==> src/rtl/midi_note_scheduler.sv <==
// midi_note_scheduler: key vector to MIDI Note On/Off byte stream.
// One 3-byte message at a time, lowest changed key first.
module midi_note_scheduler #(
  parameter int NUM_KEYS  = 10,
  parameter int BASE_NOTE = 60,
  parameter int CHANNEL   = 0,
  parameter int VELOCITY  = 100
) (
  input  logic                clk,
  input  logic                rst_n,
  input  logic                ena,
  input  logic [NUM_KEYS-1:0] key,
  input  logic [4:0]          pitchshift,
  input  logic                tx_ready,
  output logic                tx_valid,
  output logic [7:0]          tx_data,
  output logic                busy,
  output logic [NUM_KEYS-1:0] sounding
);

  localparam int IW = (NUM_KEYS > 1) ? $clog2(NUM_KEYS) : 1;
  localparam logic [7:0] CH     = 8'(CHANNEL % 16);
  localparam logic [7:0] ST_ON  = 8'h90 | CH;
  localparam logic [7:0] ST_OFF = 8'h80 | CH;
  localparam logic [7:0] VEL_B  = 8'(VELOCITY);

  typedef enum logic [1:0] {
    IDLE,
    STATUS,
    NOTE,
    VEL
  } state_t;

  state_t state, state_nx;

  logic [NUM_KEYS-1:0] target, change;
  logic [IW-1:0]       idx, sel;
  logic                dir;
  logic [6:0]          nn, nn_on;
  logic [6:0]          note_mem [NUM_KEYS];
  logic signed [8:0]   sum;
  logic                hs, valid_nx;
  logic [7:0]          data_nx;

  assign target = ena ? key : '0;
  assign change = target ^ sounding;
  assign hs     = tx_valid && tx_ready;
  assign busy   = (state != IDLE);

  // Lowest changed key and its clamped note number at current pitch.
  always_comb begin
    idx = '0;
    for (int i = NUM_KEYS - 1; i >= 0; i--) begin
      if (change[i]) idx = IW'(i);
    end
    sum = 9'(BASE_NOTE) + 9'(idx)
        + {{4{pitchshift[4]}}, pitchshift};
    if (sum[8])             nn_on = 7'd0;
    else if (sum > 9'sd127) nn_on = 7'd127;
    else                    nn_on = sum[6:0];
  end

  // Next state and next registered byte-stream outputs.
  always_comb begin
    state_nx = state;
    valid_nx = tx_valid;
    data_nx  = tx_data;
    unique case (state)
      IDLE: begin
        valid_nx = 1'b0;
        if (change != '0) begin
          state_nx = STATUS;
          valid_nx = 1'b1;
          data_nx  = target[idx] ? ST_ON : ST_OFF;
        end
      end
      STATUS: begin
        if (hs) begin
          state_nx = NOTE;
          data_nx  = {1'b0, nn};
        end
      end
      NOTE: begin
        if (hs) begin
          state_nx = VEL;
          data_nx  = dir ? VEL_B : 8'h00;
        end
      end
      VEL: begin
        if (hs) begin
          state_nx = IDLE;
          valid_nx = 1'b0;
          data_nx  = 8'h00;
        end
      end
      default: state_nx = IDLE;
    endcase
  end

  // State, outputs, message latch and per-key note memory.
  always_ff @(posedge clk or negedge rst_n) begin
    if (!rst_n) begin
      state    <= IDLE;
      tx_valid <= 1'b0;
      tx_data  <= 8'h00;
      sounding <= '0;
      sel      <= '0;
      dir      <= 1'b0;
      nn       <= '0;
      for (int i = 0; i < NUM_KEYS; i++) note_mem[i] <= '0;
    end else begin
      state    <= state_nx;
      tx_valid <= valid_nx;
      tx_data  <= data_nx;
      if (state == IDLE && change != '0) begin
        sel <= idx;
        dir <= target[idx];
        if (target[idx]) begin
          nn            <= nn_on;
          note_mem[idx] <= nn_on;
        end else begin
          nn <= note_mem[idx];
        end
      end
      if (state == VEL && hs) sounding[sel] <= ~sounding[sel];
    end
  end

endmodule

==> config.mk <==
export PLATFORM = sky130hd
export DESIGN_NAME = midi_note_scheduler
export DESIGN_NICKNAME = d
export VERILOG_FILES = /design/src/rtl/midi_note_scheduler.sv
export SDC_FILE = /design/constraint.sdc
export NUM_CORES = 1
export LEC_CHECK = 0
export ABC_AREA = 1
export CAP_MARGIN = 20
export CORE_MARGIN = 3
export CORE_UTILIZATION = 40
export CTS_CLUSTER_DIAMETER = 30
export DETAILED_ROUTE_END_ITERATION = 8
export PLACE_DENSITY = 0.72
export SYNTH_ARGS = -nofsm -noshare
export SYNTH_HDL_FRONTEND = slang
export SYNTH_SLANG_ARGS = --single-unit
export TNS_END_PERCENT = 50
==> constraint.sdc <==
create_clock -name clk -period 3.1 [get_ports clk]
set_input_delay 0.31 -clock clk [delete_from_list [all_inputs] [get_ports clk]]
set_output_delay 0.31 -clock clk [all_outputs]
set_load 0.005 [all_outputs]
# Yosys cells after proc, flatten, opt, wreduce, memory -nomap -nowiden
# Cells that the tools add are included.
dict set report word_totals {
  out_inout_bits 20
  elab_cells 89
  ff_bits 103
  in_bits 19
}
dict set report classes {
  n_lt_le_gt_ge 6
  eq_ne 7
  n_mux 42
  n_bitwise 3
  n_reduce_logical 12
  add_sub_neg 2
}
# cell n
set ops {}
lappend ops {{bitwise mux 70 bit} 1}
lappend ops {{2-to-1 mux 7 bit} 7}
lappend ops {{2-to-1 mux 4 bit} 10}
lappend ops {{2-to-1 mux 8 bit} 4}
lappend ops {{one-hot mux 8 bit (4 select lines)} 1}
lappend ops {{binary-select mux 7 bit (select 4 bit)} 1}
lappend ops {{demux 7 bit (select 4 bit)} 1}
lappend ops {{bitwise mux 10 bit} 1}
lappend ops {{< comparator 4 x 5 -> 1 bit, second input constant} 2}
lappend ops {{2-to-1 mux 10 bit} 1}
lappend ops {{nonzero test 10 bit} 1}
lappend ops {{bitwise XOR 10 bit} 1}
lappend ops {{adder 8 x 5 -> 9 bit} 1}
lappend ops {{greater-than comparator 9 x 8 -> 1 bit, second input constant} 1}
lappend ops {{binary-select mux 1 bit (select 4 bit)} 2}
lappend ops {{2-to-1 mux 2 bit} 4}
lappend ops {{inequality test 2 bit, second input constant} 4}
lappend ops {{one-hot mux 2 bit (4 select lines)} 1}
lappend ops {{adder 6 x 4 -> 7 bit, first input constant} 1}
lappend ops {{greater-or-equal comparator 5 bit, second input constant} 1}
lappend ops {{logical AND 1 bit} 5}
lappend ops {{< comparator 5 x 1 -> 1 bit, second input constant} 1}
lappend ops {{2-to-1 mux 1 bit} 5}
lappend ops {{2-to-1 mux 5 bit} 1}
lappend ops {{other kinds (11)} 14}

# Longest topological paths before layout
dict set report depth {
  depth_word 18
  ltp_mapped 27
  ltp_nobuf 25
}

# Least setup slack after synthesis
# OpenSTA, ideal clock, no wires.
dict set report synth_path {
  kind {in2reg}
  start {input ena}
  end {register note_mem[48] (netlist name)}
  path_slack_ps -44
  stages 18
  required_time_ps 3033
  arrival_ps 3078
  n_path_buf 2
  setup_time_ps 67
  cell_sequence {buf_4 -> nand2_1 -> xor2_1 -> nand2_1 -> nor3_1 -> nand2_1 -> nor2_4 -> inv_2 -> ha_1 -> ha_1 -> a21oi_1 -> nor2_1 -> nor2_1 -> nor2_1 -> nor3_1 -> clkbuf_1 -> nand4_1 -> nand2_1}
}
dict set report synth_via {
  elab_chain_len 18
  elab_cells_between_ends 29
  classes_between {2 x add/sub; 3 x order compare; 18 x mux; 2 x bitwise; 4 x reduce/logical}
}
# element line_no
set synth_lines {}
lappend synth_lines {{from (decl)} 11} ;# input logic ena,
lappend synth_lines {{2-to-1 mux 10 bit (*)} 45} ;# assign target = ena ? key : '0;
lappend synth_lines {{bitwise XOR 10 bit (*)} 46} ;# assign change = target ^ sounding;
lappend synth_lines {{2-to-1 mux 4 bit (9 in series)} 54} ;# if (change[i]) idx = IW'(i);
lappend synth_lines {{2-to-1 mux 4 bit (*)} 54}
lappend synth_lines {{net idx[3]} 37} ;# logic [IW-1:0] idx, sel;
lappend synth_lines {{adder 6 x 4 -> 7 bit / NOT 4 -> 5 bit (equally long branches)} {56, 120}}
lappend synth_lines {{adder 8 x 5 -> 9 bit, or another cell as far along} 57} ;# + {{4{pitchshift[4]}}, pitchshift};
lappend synth_lines {{greater-than comparator 9 x 8 -> 1 bit / logical AND 1 bit (equally long branches)} {59, 120}}
lappend synth_lines {{2-to-1 mux 7 bit (on tied branches)} {59, 120}}
lappend synth_lines {{2-to-1 mux 7 bit / demux 7 bit (select 4 bit) (equally long branches)} {58, 120}}
lappend synth_lines {{bitwise mux 70 bit} 120} ;# note_mem[idx] <= nn_on;
lappend synth_lines {{to (signal, indexed assignment)} 120}
lappend synth_lines {{to (decl)} 40} ;# logic [6:0] note_mem [NUM_KEYS];
# The timed path passes the listed nets; every way through them passes the cells marked *. The select of a mux whose other input is x is not followed.
# A chain may end at the register's enable or synchronous reset.

# Worst setup path in the final report
dict set report layout_path {
  start {input key[5]}
  end {register note_mem[60] (netlist name)}
}
dict set report layout_via {
  elab_chain_len 14
  elab_cells_between_ends 25
  classes_between {2 x add/sub; 3 x order compare; 14 x mux; 2 x bitwise; 4 x reduce/logical}
}
# element line_no
set layout_lines {}
lappend layout_lines {{from (decl)} 12} ;# input logic [NUM_KEYS-1:0] key,
lappend layout_lines {{2-to-1 mux 10 bit (*)} 45}
lappend layout_lines {{bitwise XOR 10 bit (*)} 46}
lappend layout_lines {{2-to-1 mux 4 bit (*) (6 in series)} 54}
lappend layout_lines {{net idx[0]} 37}
lappend layout_lines {{adder 6 x 4 -> 7 bit / NOT 4 -> 5 bit (equally long branches)} {56, 120}}
lappend layout_lines {{adder 8 x 5 -> 9 bit, or another cell as far along} 57}
lappend layout_lines {{greater-than comparator 9 x 8 -> 1 bit / logical AND 1 bit (equally long branches)} {59, 120}}
lappend layout_lines {{2-to-1 mux 7 bit (on tied branches)} {59, 120}}
lappend layout_lines {{2-to-1 mux 7 bit / demux 7 bit (select 4 bit) (equally long branches)} {58, 120}}
lappend layout_lines {{bitwise mux 70 bit} 120}
# Marked as above.

==> results.sh <==
export IMPL_synth_enable_flop_cells=0
export IMPL_dr_pass1_iters=4
export IMPL_fp_row_count=44
export IMPL_synth_avg_cell_area_sq_um=7.41
export IMPL_cellPowerDensity_nw_per_um2=1180
export IMPL_n_antenna_cell=0
export IMPL_dp_hpwl_mm=12.2
export IMPL_num_io_pins=39
export IMPL_drv_slew=0
export IMPL_synth_most_common_cell="nand2_1"
export IMPL_endpoint_kind="flop"
export IMPL_p_switching_mw=4.36
export IMPL_grt_antenna_before_repair=0
export IMPL_fp_coreArea_sq_um=14800
export IMPL_arrival_ns=3.21
export IMPL_async_flop_share_pct=100
export IMPL_r2r_start="sounding[4]"
export IMPL_totalNegativeSetupSlack_ns=0
export IMPL_drc=0
export IMPL_required_ns=3.39
export IMPL_yosys_area_share_xor_xnor_pct=1.57
export IMPL_dieArea_sq_um=16900
export IMPL_cts_max_level=3
export IMPL_synthesis_area_sq_um=6150
export IMPL_fin_nets=968
export IMPL_rrSetupSlack_ns=0.23
export IMPL_switching_share_pct=47.4
export IMPL_grt_pass1_wl_mm=28.0
export IMPL_power_internal_mw=4.83
export IMPL_rr_worst_depth=20
export IMPL_ys_top_cells_by_count="298 x nand2_1, 103 x dfrtp_1, 76 x nand3_1"
export IMPL_fin_crit_sh_pct=94.1
export IMPL_ys_seq_area_share_pct=41.9
export IMPL_setup_viol_count_final=0
export IMPL_initialDrtViolationCount=438
export IMPL_synth_top_family_by_area="simple AND/OR/NAND/NOR gates"
export IMPL_grt_max_degree=55
export IMPL_slew_headroom_pct=50.0
export IMPL_drive_gt1_share_pct=18.4
export IMPL_ys_top_cells_by_area="dfrtp_1 42%, nand2_1 18%, nand4_1 7.6%"
export IMPL_pwr_share_clk_pct=13.6
export IMPL_start_kind="input pin"
export IMPL_timing_fmax_ghz=0.343
export IMPL_root_buffer="clkbuf_16"
export IMPL_skew_ns=0.00885
export IMPL_tightestPinTransition_ns=0.749
export IMPL_final_antenna_net_count=0
export IMPL_grt_ovfl_total=0
export IMPL_maxCapViolations=0
export IMPL_hp_class="in2async"
export IMPL_grt_pass1_vias=5494
export IMPL_place_gp_congestion=0.897
export IMPL_path_class="in2reg"
export IMPL_fin_hold_ws_ns=0.0114
export IMPL_hold_viol_final=0
export IMPL_worstPathMaxFanout=10
export IMPL_yosysTopAreaCell="dfrtp_1"
export IMPL_initial_core_util_pct=41.7
export IMPL_p_comb_share_pct=63.1
export IMPL_die_h_um=130
export IMPL_viasPerCell=5.35
export IMPL_wirelength_mm=17.6
export IMPL_grt_use_total_pct=21.2
export IMPL_seq_power_share_pct=23.2
export IMPL_synth_adder_area_share_pct=3.38
export IMPL_die_w_um=130
export IMPL_via_count=5994
export IMPL_muxShareOfSynthArea_pct=0
export IMPL_area_delta_synth_final_pct=26.9
export IMPL_ys_types=39
export IMPL_synth_top_area_share_pct=41.9
export IMPL_startpoint="key[5]"
export IMPL_outcome="finished clean"
export IMPL_cts_clk_slew_worst_paths_ns=0.07
export IMPL_drt_wirelength_per_cell_um=15.7
export IMPL_timing_rr_end="note_mem[60]"
export IMPL_p_leak_nw=3.95
export IMPL_ctsLongestPathBuffers=2
export IMPL_synth_simple_area_share_pct=40.8
export IMPL_ir_worst_vdd_v=0.000809
export IMPL_ys_warn_count=0
export IMPL_cts_sink_count=103
export IMPL_synth_compound_area_share_pct=4.68
export IMPL_syn_nets=864
export IMPL_io_buffers=38
export IMPL_synth_flop_cell="dfrtp_1"
export IMPL_cts_made_buffers=9
export IMPL_cts_tree="built"
export IMPL_synth_seq_cells=103
export IMPL_post_route_min_period_ns=2.92
export IMPL_insertion_delay_ns=0.36
export IMPL_syn_inst=829
timing repair:
action                                  4_1_cts  5_1_grt
pin swaps                                     1        3
hold buffers                                  0        0
endpoints found under the setup margin       75       77
buffers inserted                              0        0
cloned                                        0        0
hold endpoints to repair                      0        0
gates resized for setup                       2       24
layout make-up:
| type | count | area, sq um |
|---|---|---|
| Clock buffer | 11 | 243 |
| Clock inverter | 4 | 78.8 |
| Fill cell | 1396 | 6960 |
| Inverter | 74 | 278 |
| Multi-Input combinational cell | 616 | 3200 |
| Sequential cell | 103 | 2580 |
| Tap cell | 184 | 230 |
| Timing Repair Buffer | 129 | 1190 |
kinds of logic after synthesis:
kind of cell | count (synthesis)
AOI/OAI and AO/OA | 48
xor gates and xnor gates | 8
adders and majority gates | 16
buffers and inverters | 110
DFF | 103
and+or+nand+nor | 544
cell usage in the layout, fill, tap and decap left out, types with 2 or more instances in the layout:
| master | netlist | final |
|---|---|---|
| buf_4 | 3 | 81 |
| a21oi_2 | 1 | 3 |
| clkbuf_16 | 0 | 9 |
| clkinv_1 | 5 | 4 |
| bufinv_16 | 0 | 2 |
| nand2_1 | 298 | 294 |
| nor3_1 | 5 | 2 |
| inv_2 | 10 | 12 |
| buf_12 | 0 | 10 |
| o21ai_0 | 15 | 15 |
| nor2_2 | 4 | 9 |
| nand2_2 | 4 | 8 |
| clkdlybuf4s50_1 | 0 | 36 |
| xor2_2 | 1 | 4 |
| dfrtp_1 | 103 | 103 |
| nor3_2 | 0 | 3 |
| nor2_1 | 56 | 51 |
| xor2_1 | 6 | 3 |
| nand3_1 | 76 | 75 |
| o221ai_1 | 2 | 2 |
| nand4_1 | 75 | 75 |
| a22o_1 | 3 | 3 |
| a21oi_1 | 15 | 13 |
| nand3_2 | 11 | 11 |
| or2_2 | 2 | 2 |
| a22oi_1 | 3 | 3 |
| nor2_4 | 8 | 8 |
| a31oi_1 | 4 | 4 |
| ha_1 | 15 | 14 |
| o21a_1 | 2 | 2 |
| nand2_4 | 2 | 2 |
| inv_1 | 59 | 58 |
sequential cells by signal, indices dropped and copies added, names as in the netlist:
register,flops
sounding,10
tx_valid,1
state,2
note_mem,70
tx_data,8
nn,7
dir,1
sel,4
worst max path at each step:
stage | end | slack, ns | depth (start not counted)
6_report | note_mem[60] | 0.18 | 22
5_1_grt | note_mem[12] | -0.04 | 18
4_1_cts | nn[6] | 0.02 | 20
3_5_place_dp | nn[6] | -0.53 | 22
3_3_place_gp | note_mem[52] | -0.49 | 23
2_1_floorplan | note_mem[4] | 0.02 | 18
power groups by stage:
| stage | Clock [mW] | Combinational, mW | Sequential [mW] |
|---|---|---|---|
| global placement | 0 | 5.53 | 2.13 |
| floorplan | 0 | 3.19 | 2.09 |
| finish | 1.25 | 5.80 | 2.14 |
| detailed placement | 0 | 5.58 | 2.14 |
| global route | 1.34 | 6.34 | 2.19 |
| CTS | 1.27 | 5.62 | 2.13 |
stage by stage:
step	std cells	utilization [%]	setup slack (ns)	area, sq um	power [mW]
global route	1121	52.8	-0.0440	7800	9.86
floorplan	829	-	0.0234	6150	5.28
global placement	1106	50.0	-0.492	7370	7.66
CTS	1121	52.2	0.0194	7700	9.02
finish	1121	52.8	0.181	7800	9.19
detailed placement	1106	50.0	-0.527	7370	7.73
routing by layer:
metal  global-route usage, %  vias up  wire [um]
li1                        -     2929          -
met1                    29.1     2814       7870
met2                    33.0      216       8140
met3                    5.08       35       1100
met4                    7.40        0        459
met5                       0        -          0
worst max-delay path: stages:
cell             delay [ns]
clkdlybuf4s50_1        0.46
nand2_1                0.10
xor2_1                 0.18
buf_4                  0.14
inv_2                  0.04
nand2_1                0.04
nand2_1                0.06
nand2_2                0.07
nand2_4                0.07
nand2_4                0.05
nand2_2                0.07
inv_2                  0.05
ha_1                   0.21
fa_1                   0.40
nand2_1                0.10
nor2_1                 0.07
nor2_1                 0.17
nor2_1                 0.07
nor2_2                 0.18
buf_12                 0.16
nand4_1                0.10
nand2_1                0.08
Power figures use the tool's default switching activity.
